**config.mk**
```make
export PLATFORM = sky130hd
export DESIGN_NAME = buffer_tra_spi_data
export DESIGN_NICKNAME = d
export VERILOG_FILES = /design/src/rtl/buffer_tra_spi_data.sv
export SDC_FILE = /design/constraint.sdc
export NUM_CORES = 1
export LEC_CHECK = 0
export ABC_CLOCK_PERIOD_IN_PS = 2300
export CORE_UTILIZATION = 48
export CTS_CLUSTER_DIAMETER = 40
export CTS_CLUSTER_SIZE = 12
export DETAILED_ROUTE_END_ITERATION = 16
export GPL_TIMING_DRIVEN = 0
export PLACE_DENSITY = 0.83
export SYNTH_ARGS = -nofsm -noshare
export SYNTH_HDL_FRONTEND = slang
export SYNTH_SLANG_ARGS = --single-unit
```
**constraint.sdc**
```tcl
create_clock -name clk -period 2.3 [get_ports clk]
set_input_delay 0.69 -clock clk [delete_from_list [all_inputs] [get_ports clk]]
set_output_delay 0.69 -clock clk [all_outputs]
set_load 0.05 [all_outputs]
```
**src/rtl/buffer_tra_spi_data.sv**
```systemverilog
// Transmit buffer: unpacks one 76-bit request frame and feeds the SPI master byte by byte.
// Optional WAIT timeout is enabled by defining BUFFER_TRA_TIMEOUT_EN.
module buffer_tra_spi_data #(
    parameter int MAX_BYTES      = 5,
    parameter int TIMEOUT_CYCLES = 1024
) (
    input  logic        clk,
    input  logic        rst,
    input  logic [75:0] frame_in,
    input  logic        frame_valid,
    output logic        frame_ready,
    output logic [7:0]  spi_id_out,
    output logic [7:0]  spi_select_out,
    output logic [7:0]  spi_data_out,
    output logic [4:0]  addr,
    output logic        spi_start,
    input  logic        spi_done,
    output logic        busy,
    output logic        tx_done,
    output logic        tx_err
);

    typedef enum logic [2:0] {
        S_IDLE,
        S_LOAD,
        S_SEND,
        S_WAIT,
        S_NEXT,
        S_DONE,
        S_ERR
    } state_t;

    localparam logic [2:0] MAX_N = 3'(MAX_BYTES);

    state_t      state_q, state_d;
    logic [47:0] pay_q, pay_d;
    logic [2:0]  n_q, n_d;
    logic [7:0]  id_q, id_d;
    logic [7:0]  sel_q, sel_d;
    logic [7:0]  data_q, data_d;
    logic [4:0]  addr_q, addr_d;
    logic [4:0]  idx_q, idx_d;
    logic        start_q, start_d;
    logic        done_q, done_d;
    logic        err_q, err_d;
    logic        busy_q, busy_d;
    logic        ready_q, ready_d;

    logic [4:0]  idx_inc;
    logic        n_bad;
    logic        last_byte;

`ifdef BUFFER_TRA_TIMEOUT_EN
    localparam int          CW       = $clog2(TIMEOUT_CYCLES) + 1;
    localparam logic [CW-1:0] CNT_LAST = CW'(TIMEOUT_CYCLES - 1);

    logic [CW-1:0] cnt_q, cnt_d;
    logic          unused_ok;

    assign unused_ok = ^frame_in[8:0];
`else
    logic unused_ok;

    assign unused_ok = ^{frame_in[8:0], (TIMEOUT_CYCLES != 0)};
`endif

    // Byte slot 2 is the register byte, slots 3..7 the payload b3..b7.
    function automatic logic [7:0] byte_at(input logic [4:0] i, input logic [47:0] p);
        logic [7:0] b;
        b = 8'h00;
        case (i)
            5'd2:    b = p[47:40];
            5'd3:    b = p[39:32];
            5'd4:    b = p[31:24];
            5'd5:    b = p[23:16];
            5'd6:    b = p[15:8];
            5'd7:    b = p[7:0];
            default: b = 8'h00;
        endcase
        return b;
    endfunction

    assign idx_inc   = idx_q + 5'd1;
    assign n_bad     = (n_q == 3'd0) || (n_q > MAX_N);
    assign last_byte = (idx_q == (5'd2 + {2'b00, n_q}));

    always_comb begin
        state_d = state_q;
        pay_d   = pay_q;
        n_d     = n_q;
        id_d    = id_q;
        sel_d   = sel_q;
        data_d  = data_q;
        addr_d  = addr_q;
        idx_d   = idx_q;
        start_d = 1'b0;
        done_d  = 1'b0;
        err_d   = 1'b0;
        busy_d  = busy_q;
        ready_d = ready_q;
`ifdef BUFFER_TRA_TIMEOUT_EN
        cnt_d   = cnt_q;
`endif
        case (state_q)
            S_IDLE: begin
                if (frame_valid) begin
                    id_d    = frame_in[75:68];
                    sel_d   = frame_in[67:60];
                    pay_d   = frame_in[59:12];
                    n_d     = frame_in[11:9];
                    busy_d  = 1'b1;
                    ready_d = 1'b0;
                    state_d = S_LOAD;
                end
            end
            S_LOAD: begin
                if (n_bad) begin
                    err_d   = 1'b1;
                    state_d = S_ERR;
                end else begin
                    idx_d   = 5'd2;
                    addr_d  = 5'd2;
                    data_d  = byte_at(5'd2, pay_q);
                    start_d = 1'b1;
                    state_d = S_SEND;
                end
            end
            S_SEND: begin
                state_d = S_WAIT;
            end
            S_WAIT: begin
                if (spi_done) begin
                    if (last_byte) begin
                        done_d  = 1'b1;
                        state_d = S_DONE;
                    end else begin
                        state_d = S_NEXT;
                    end
                end
`ifdef BUFFER_TRA_TIMEOUT_EN
                else if (cnt_q == CNT_LAST) begin
                    err_d   = 1'b1;
                    state_d = S_ERR;
                end
`endif
            end
            // Gap cycle so each new start trails the previous spi_done by two cycles.
            S_NEXT: begin
                idx_d   = idx_inc;
                addr_d  = idx_inc;
                data_d  = byte_at(idx_inc, pay_q);
                start_d = 1'b1;
                state_d = S_SEND;
            end
            S_DONE, S_ERR: begin
                busy_d  = 1'b0;
                ready_d = 1'b1;
                state_d = S_IDLE;
            end
            default: begin
                state_d = S_IDLE;
            end
        endcase
`ifdef BUFFER_TRA_TIMEOUT_EN
        if (start_d) begin
            cnt_d = '0;
        end else if (state_q == S_SEND || state_q == S_WAIT) begin
            cnt_d = cnt_q + CW'(1);
        end
`endif
    end

    always_ff @(posedge clk) begin
        if (rst) begin
            state_q <= S_IDLE;
            pay_q   <= '0;
            n_q     <= '0;
            id_q    <= '0;
            sel_q   <= '0;
            data_q  <= '0;
            addr_q  <= '0;
            idx_q   <= '0;
            start_q <= 1'b0;
            done_q  <= 1'b0;
            err_q   <= 1'b0;
            busy_q  <= 1'b0;
            ready_q <= 1'b1;
`ifdef BUFFER_TRA_TIMEOUT_EN
            cnt_q   <= '0;
`endif
        end else begin
            state_q <= state_d;
            pay_q   <= pay_d;
            n_q     <= n_d;
            id_q    <= id_d;
            sel_q   <= sel_d;
            data_q  <= data_d;
            addr_q  <= addr_d;
            idx_q   <= idx_d;
            start_q <= start_d;
            done_q  <= done_d;
            err_q   <= err_d;
            busy_q  <= busy_d;
            ready_q <= ready_d;
`ifdef BUFFER_TRA_TIMEOUT_EN
            cnt_q   <= cnt_d;
`endif
        end
    end

    assign frame_ready    = ready_q;
    assign spi_id_out     = id_q;
    assign spi_select_out = sel_q;
    assign spi_data_out   = data_q;
    assign addr           = addr_q;
    assign spi_start      = start_q;
    assign busy           = busy_q;
    assign tx_done        = done_q;
    assign tx_err         = err_q;

endmodule
```
==> impl_metrics.env, run 1 <==
export IMPL_grt_usage=0.265
export IMPL_setup_viol=0
export IMPL_postSynthAreaPerCell_um2=7.96
export IMPL_maxCapViolCount=0
export IMPL_required_ps=1610
export IMPL_total_power_mw=4.46
export IMPL_yosys_warnings=0
export IMPL_ys_types=46
export IMPL_fmax_mhz=446
export IMPL_ios=114
export IMPL_synth_cells=498
export IMPL_power_density_nw_per_um2=838
export IMPL_met1_length_mm=4.56
export IMPL_wl_per_cell_um=15.3
export IMPL_wl_met2_mm=5.27
export IMPL_ir_drop_uv=423
export IMPL_hpwl_mm=8.39
export IMPL_synth_top_area_share=0.444
export IMPL_worst_setup_path_end_kind="primary output"
export IMPL_via_per_inst=5.63
export IMPL_coreArea_um2=7850
export IMPL_p_switching_mw=1.71
export IMPL_hold_ws_ps=460
export IMPL_crit_type="flip-flop to primary output"
export IMPL_post_cts_buffers=0
export IMPL_synth_top_area_cell="dfxtp_1"
export IMPL_vias=4035
export IMPL_synth_top_flop_cell="dfxtp_1"
export IMPL_p_seq_frac=0.424
export IMPL_antenna_found_initial=0
export IMPL_critPathLaunchType="flip-flop"
export IMPL_cts_buffers=9
export IMPL_leakage_nw=1.98
export IMPL_cts_clk_slew_worst_paths_ps=90
export IMPL_rr_endpoint="spi_data_out[5]$_SDFFE_PP0P_"
export IMPL_grt_overflow_total=0
export IMPL_die_area_um2=8630
export IMPL_synth_cell_area_um2=3970
export IMPL_rr_startpoint="idx_q[0]$_SDFFE_PP0P_"
export IMPL_clockRootBuffer="clkbuf_8"
export IMPL_clock_sinks=88
export IMPL_top_layer_used="met4"
export IMPL_placement_io_buffers=103
export IMPL_fin_area_um2=5330
export IMPL_drive_above_1_share=0.0618
export IMPL_grt_max_degree=17
export IMPL_post_route_drc_count=0
export IMPL_pwr_share_clk=0.217
export IMPL_syn_nets=584
export IMPL_cts_tree="done"
export IMPL_cp_top_family="buffers and inverters"
export IMPL_p_int_mw=2.75
export IMPL_first_global_vias=3761
export IMPL_slew_viol_final=0
export IMPL_crit_end="spi_data_out[6]"
export IMPL_clockBufferDepth=2
export IMPL_ant_nets=0
export IMPL_cpPeakStageDelay_ps=830
export IMPL_path_cells="clkdlybuf4s50_1"
export IMPL_wl_met3_um=791
export IMPL_ys_seq_area_frac=0.444
export IMPL_min_path_type="flip-flop to flip-flop"
export IMPL_finalCriticalPeriod_ps=2240
export IMPL_die_h_um=92.9
export IMPL_synthArstFlopShare=0
export IMPL_area_growth_pct=34.3
export IMPL_fillers=664
export IMPL_crit_path_max_fanout=3
export IMPL_relSlewSlack=0.607
export IMPL_path_depth=1
export IMPL_rows=32
export IMPL_synth_area_leaders="dfxtp_1, nand2_1, a21oi_1, o22a_1, clkbuf_1"
export IMPL_crit_start="spi_data_out[6]$_SDFFE_PP0P_"
export IMPL_swShare=0.383
export IMPL_ys_ff_latch=88
export IMPL_die_x_um=92.9
export IMPL_r2r_slack_ps=100
export IMPL_hold_viol=0
export IMPL_drtIter0Drc=351
export IMPL_outcome="complete, no violations"
export IMPL_gp_congestion=0.878
export IMPL_dpl_cell_area_um2=5120
export IMPL_ctsHoldBuffers=0
export IMPL_tightest_slew_ps=588
export IMPL_start_util=0.505
export IMPL_cts_htree_levels=3
export IMPL_drt_first_pass_iters=5
export IMPL_fin_nets=696
export IMPL_clk_latency_ps=360
export IMPL_final_setup_tns_ps=0
export IMPL_fin_cells=717
export IMPL_worst_path_buf_inv=1
export IMPL_wirelength_mm=10.9
export IMPL_timing_critical_path_arrival_ps=1550
export IMPL_finClkSkew_ps=13.9
export IMPL_worstRegToRegCells=7
export IMPL_fin_crit_sh=0.974
export IMPL_slowest_stage="clkdlybuf4s50_1"
export IMPL_dp_cells=703
export IMPL_grt_setup_unrepaired="yes"
export IMPL_grt_pass1_wl_mm=18.0
export IMPL_power_frac_comb=0.358
export IMPL_synth_edff_count=0
export IMPL_antennaDiodeCount=0
## flip-flops by register name, summed over array words and instances (netlist names)
| signal | flops |
|---|---|
| pay_q | 48 |
| spi_data_out | 8 |
| spi_id_out | 8 |
| spi_select_out | 8 |
| idx_q | 5 |
| n_q | 3 |
| state_q | 3 |
| busy | 1 |
| frame_ready | 1 |
| spi_start | 1 |
| tx_done | 1 |
| tx_err | 1 |
## worst reg2reg max path: stages (launching register included)
cell	delay [ps]
dfxtp_1	430
ha_1	170
buf_2	160
nand3_1	140
xnor2_1	210
o41ai_4	620
o2111ai_1	250
o211ai_1	150
## cells in the final DEF (no fill, tap or decap), types with 8 or more instances in the layout
cell and instances:
o22a_1 13, dfxtp_1 88, clkdlybuf4s50_1 93, mux2i_1 8
buf_2 11, a22oi_1 8, clkbuf_1 24, a21oi_1 78
nand2_1 143, nor2_1 14, a222oi_1 8, clkbuf_8 9
## worst min-delay path by stage
| stage | startpoint | to | slack (ps) | cells after the start |
|---|---|---|---|---|
| floorplan | pay_q[10]$_SDFFE_PP0P_ | pay_q[10]$_SDFFE_PP0P_ | 440 | 2 |
| global placement | spi_id_out[3]$_SDFFE_PP0P_ | spi_id_out[3]$_SDFFE_PP0P_ | 440 | 2 |
| detailed placement | spi_id_out[0]$_SDFFE_PP0P_ | spi_id_out[0]$_SDFFE_PP0P_ | 450 | 2 |
| CTS | pay_q[15]$_SDFFE_PP0P_ | pay_q[15]$_SDFFE_PP0P_ | 460 | 2 |
| global route | pay_q[13]$_SDFFE_PP0P_ | pay_q[13]$_SDFFE_PP0P_ | 480 | 2 |
| finish | pay_q[13]$_SDFFE_PP0P_ | pay_q[13]$_SDFFE_PP0P_ | 460 | 2 |
## final cells by class
cell class	instances	area, µm²	share of cell area
multi-input combinational	364	2030	0.381
timing repair buffer	103	1040	0.195
clock buffer	9	124	0.0233
tap	102	128	0.0240
sequential	88	1760	0.331
clock inverter	7	53.8	0.0101
inverter	5	21.3	0.00399
buffer	39	168	0.0315
## cells in the mapped netlist, types with 6 or more instances
master,instances
o22ai_1,7
buf_2,11
nor2b_1,7
mux2i_1,8
clkbuf_1,25
a222oi_1,8
o22a_1,13
a21oi_1,78
nand2_1,143
nor2_1,16
ha_1,6
nor3_1,7
o211ai_1,7
xnor2_1,7
a22oi_1,8
dfxtp_1,88
o221ai_1,6
## logic make-up (layout without fill, tap and decap cells)
logic type | count (synthesis) | in the layout | synth area share
compound gates | 149 | 149 | 0.245
buf+inv | 46 | 163 | 0.0495
mux | 8 | 8 | 0.0202
flops | 88 | 88 | 0.444
xor+xnor | 7 | 7 | 0.0155
fa+ha+maj | 6 | 6 | 0.0189
simple gates | 194 | 194 | 0.206
## power by group through the flow
| stage | clock, mW | combinational (mW) | sequential (mW) |
|---|---|---|---|
| 3_5_place_dp | 0 | 1.59 | 1.92 |
| 5_1_grt | 1.05 | 1.74 | 1.92 |
| 2_1_floorplan | 0 | 0.791 | 2.18 |
| 4_1_cts | 0.981 | 1.59 | 1.89 |
| 6_report | 0.969 | 1.60 | 1.89 |
| 3_3_place_gp | 0 | 1.54 | 1.91 |
## stage by stage
step	setup WS [ps]	utilization
6_report	58.9	0.679
5_1_grt	-18.4	0.679
4_1_cts	19.6	0.676
3_5_place_dp	-441	0.653
3_3_place_gp	-339	0.653
2_1_floorplan	30.0	-
## layer usage
metal / vias to the layer above / track usage
met1: 1885 / 0.326
li1: 1957 / -
met3: 28 / 0.0534
met4: 0 / 0.113
met5: - / 0
met2: 165 / 0.448
## repair_timing
item | 4_1_cts | 5_1_grt
gates resized for setup | 6 | 8
endpoints found under the setup margin | 36 | 37
pin swaps | 1 | 0
Power figures use the tool's default switching activity.
==> run 2: changes to the inputs <==
- ABC_CLOCK_PERIOD_IN_PS: 2300 -> 2100
- clock period: 2.3 -> 2.1 ns (I/O delays scaled with it)
==> run 2 against run 1 <==
Effect of this change: non-clock buffer count increased by 1; global-route usage increased by 0.69 points; critical path depth increased by 5; clock-buffer cell count unchanged; cell count increased by 0.14%; first-iteration DRC count decreased by 7.7%; die area unchanged; worst setup slack improved by 3.5 ps; critical path type is now flip-flop to flip-flop; largest cell class unchanged; largest power group unchanged.
==> impl_metrics.env, run 2 (synthesis gave the netlist of run 1 again) <==
export IMPL_outcome="complete, no violations"
export IMPL_r2r_slack_ps=60
export IMPL_setup_viol=0
export IMPL_total_power_mw=5.10
export IMPL_clockBufferDepth=2
export IMPL_cts_buffers=9
export IMPL_drt_first_pass_iters=9
export IMPL_mostFrequentLayoutCells="nand2_1, dfxtp_1, a21oi_1"
export IMPL_min_path_type="flip-flop to flip-flop"
export IMPL_required_ps=2310
export IMPL_fin_area_um2=5340
export IMPL_clockRootBuffer="clkbuf_8"
export IMPL_maxCapViolCount=0
export IMPL_via_per_inst=5.51
export IMPL_grt_pass1_wl_mm=18.4
export IMPL_slowest_stage="a222oi_1"
export IMPL_min_from="spi_id_out[1]$_SDFFE_PP0P_"
export IMPL_leakage_nw=2.04
export IMPL_timing_critical_path_arrival_ps=2250
export IMPL_largest_register_ffs=48
export IMPL_grt_usage=0.272
export IMPL_crit_path_max_fanout=8
export IMPL_wl_per_cell_um=15.4
export IMPL_cp_top_family="compound AO/OA/AOI/OAI gates"
export IMPL_grt_setup_unrepaired="no"
export IMPL_ir_drop_uv=440
export IMPL_dp_cells=703
export IMPL_worst_setup_path_end_kind="flip-flop"
export IMPL_coreArea_um2=7850
export IMPL_grt_overflow_total=0
export IMPL_fmax_mhz=491
export IMPL_critPathLaunchType="flip-flop"
export IMPL_tightest_slew_ps=592
export IMPL_fin_cells=718
export IMPL_cts_htree_levels=3
export IMPL_vias=3954
export IMPL_die_x_um=92.9
export IMPL_grt_max_degree=17
export IMPL_rows=32
export IMPL_drtIter0Drc=324
export IMPL_antenna_found_initial=0
export IMPL_area_growth_pct=34.7
export IMPL_cts_clk_slew_worst_paths_ps=90
export IMPL_path_cells="buf_2, inv_1, ha_1, buf_1, a222oi_1, o221ai_1"
export IMPL_gp_congestion=0.921
export IMPL_cpPeakStageDelay_ps=570
export IMPL_placement_io_buffers=103
export IMPL_dpl_cell_area_um2=5140
export IMPL_final_common_cell="nand2_1"
export IMPL_fin_crit_sh=0.970
export IMPL_hpwl_mm=8.20
export IMPL_rr_startpoint="idx_q[0]$_SDFFE_PP0P_"
export IMPL_hold_viol=0
export IMPL_regMostFlops="pay_q"
export IMPL_die_area_um2=8630
export IMPL_post_route_drc_count=0
export IMPL_slew_viol_final=0
export IMPL_antennaDiodeCount=0
export IMPL_fin_nets=697
export IMPL_relSlewSlack=0.603
export IMPL_drive_above_1_share=0.0714
export IMPL_clock_sinks=88
export IMPL_power_density_nw_per_um2=956
export IMPL_worst_path_buf_inv=3
export IMPL_clk_latency_ps=370
export IMPL_ctsHoldBuffers=0
export IMPL_die_h_um=92.9
export IMPL_cts_tree="done"
export IMPL_wirelength_mm=11.1
export IMPL_crit_type="flip-flop to flip-flop"
export IMPL_ant_nets=0
export IMPL_start_util=0.505
export IMPL_first_global_vias=3767
export IMPL_finClkSkew_ps=18.0
export IMPL_finalCriticalPeriod_ps=2040
export IMPL_ios=114
export IMPL_crit_start="idx_q[0]$_SDFFE_PP0P_"
run 2: area by class of cell:
cell class | instances | area, µm²
Timing Repair Buffer | 104 | 1000
Tap cell | 102 | 128
Clock inverter | 7 | 101
Buffer | 39 | 169
Inverter | 5 | 21.3
Fill cell | 661 | 2510
Clock buffer | 9 | 124
Sequential cell | 88 | 1760
Multi-Input combinational cell | 364 | 2030
run 2: path summary, 6_finish.rpt:
path	to	depth (start not counted)
worst max register to register	spi_data_out[0]$_SDFFE_PP0P_	6
worst min-delay path	spi_id_out[1]$_SDFFE_PP0P_	2
worst min register to register	spi_id_out[1]$_SDFFE_PP0P_	2
worst max-delay path	spi_data_out[0]$_SDFFE_PP0P_	6
run 2: per-stage QoR:
step                      hold WS [ps]  worst slack (ps)  utilization  TNS [ps]
final                              458              62.4        0.680         0
after global routing               477              2.13        0.680         0
after CTS                          458              3.72        0.679         0
after detailed placement           448              -470        0.655    -20880
after global placement             442              -448        0.655    -20370
after floorplan                    436              33.1            -         0
run 2: worst min-delay path, delay by kind of cell (launching register included):
| kind | cells | cell delay, ps |
|---|---|---|
| AOI/OAI and AO/OA | 1 | 50 |
| DFF | 1 | 320 |
| and+or+nand+nor | 1 | 50 |
run 2: report_power, final:
| group | leakage (nW) | switching, mW | total (mW) | internal, mW |
|---|---|---|---|---|
| combinational | 1.21 | 1.08 | 1.71 | 0.624 |
| sequential | 0.721 | 0.167 | 2.07 | 1.90 |
| clock | 0.106 | 0.646 | 1.33 | 0.680 |
run 2: metal layers:
metal / global-route usage / vias up / wire length, µm
met1: 0.342 / 1806 / 4720
met4: 0.108 / 0 / 294
met2: 0.467 / 162 / 5380
met3: 0.0386 / 28 / 676
li1: - / 1958 / -
met5: 0 / - / 0
run 2: what timing repair did:
| item | CTS | global route |
|---|---|---|
| buffers inserted | 1 | 0 |
| pin swaps | 1 | 2 |
| endpoints found under the setup margin | 70 | 28 |
| hold endpoints to repair | 0 | 0 |
| gates resized for setup | 36 | 4 |
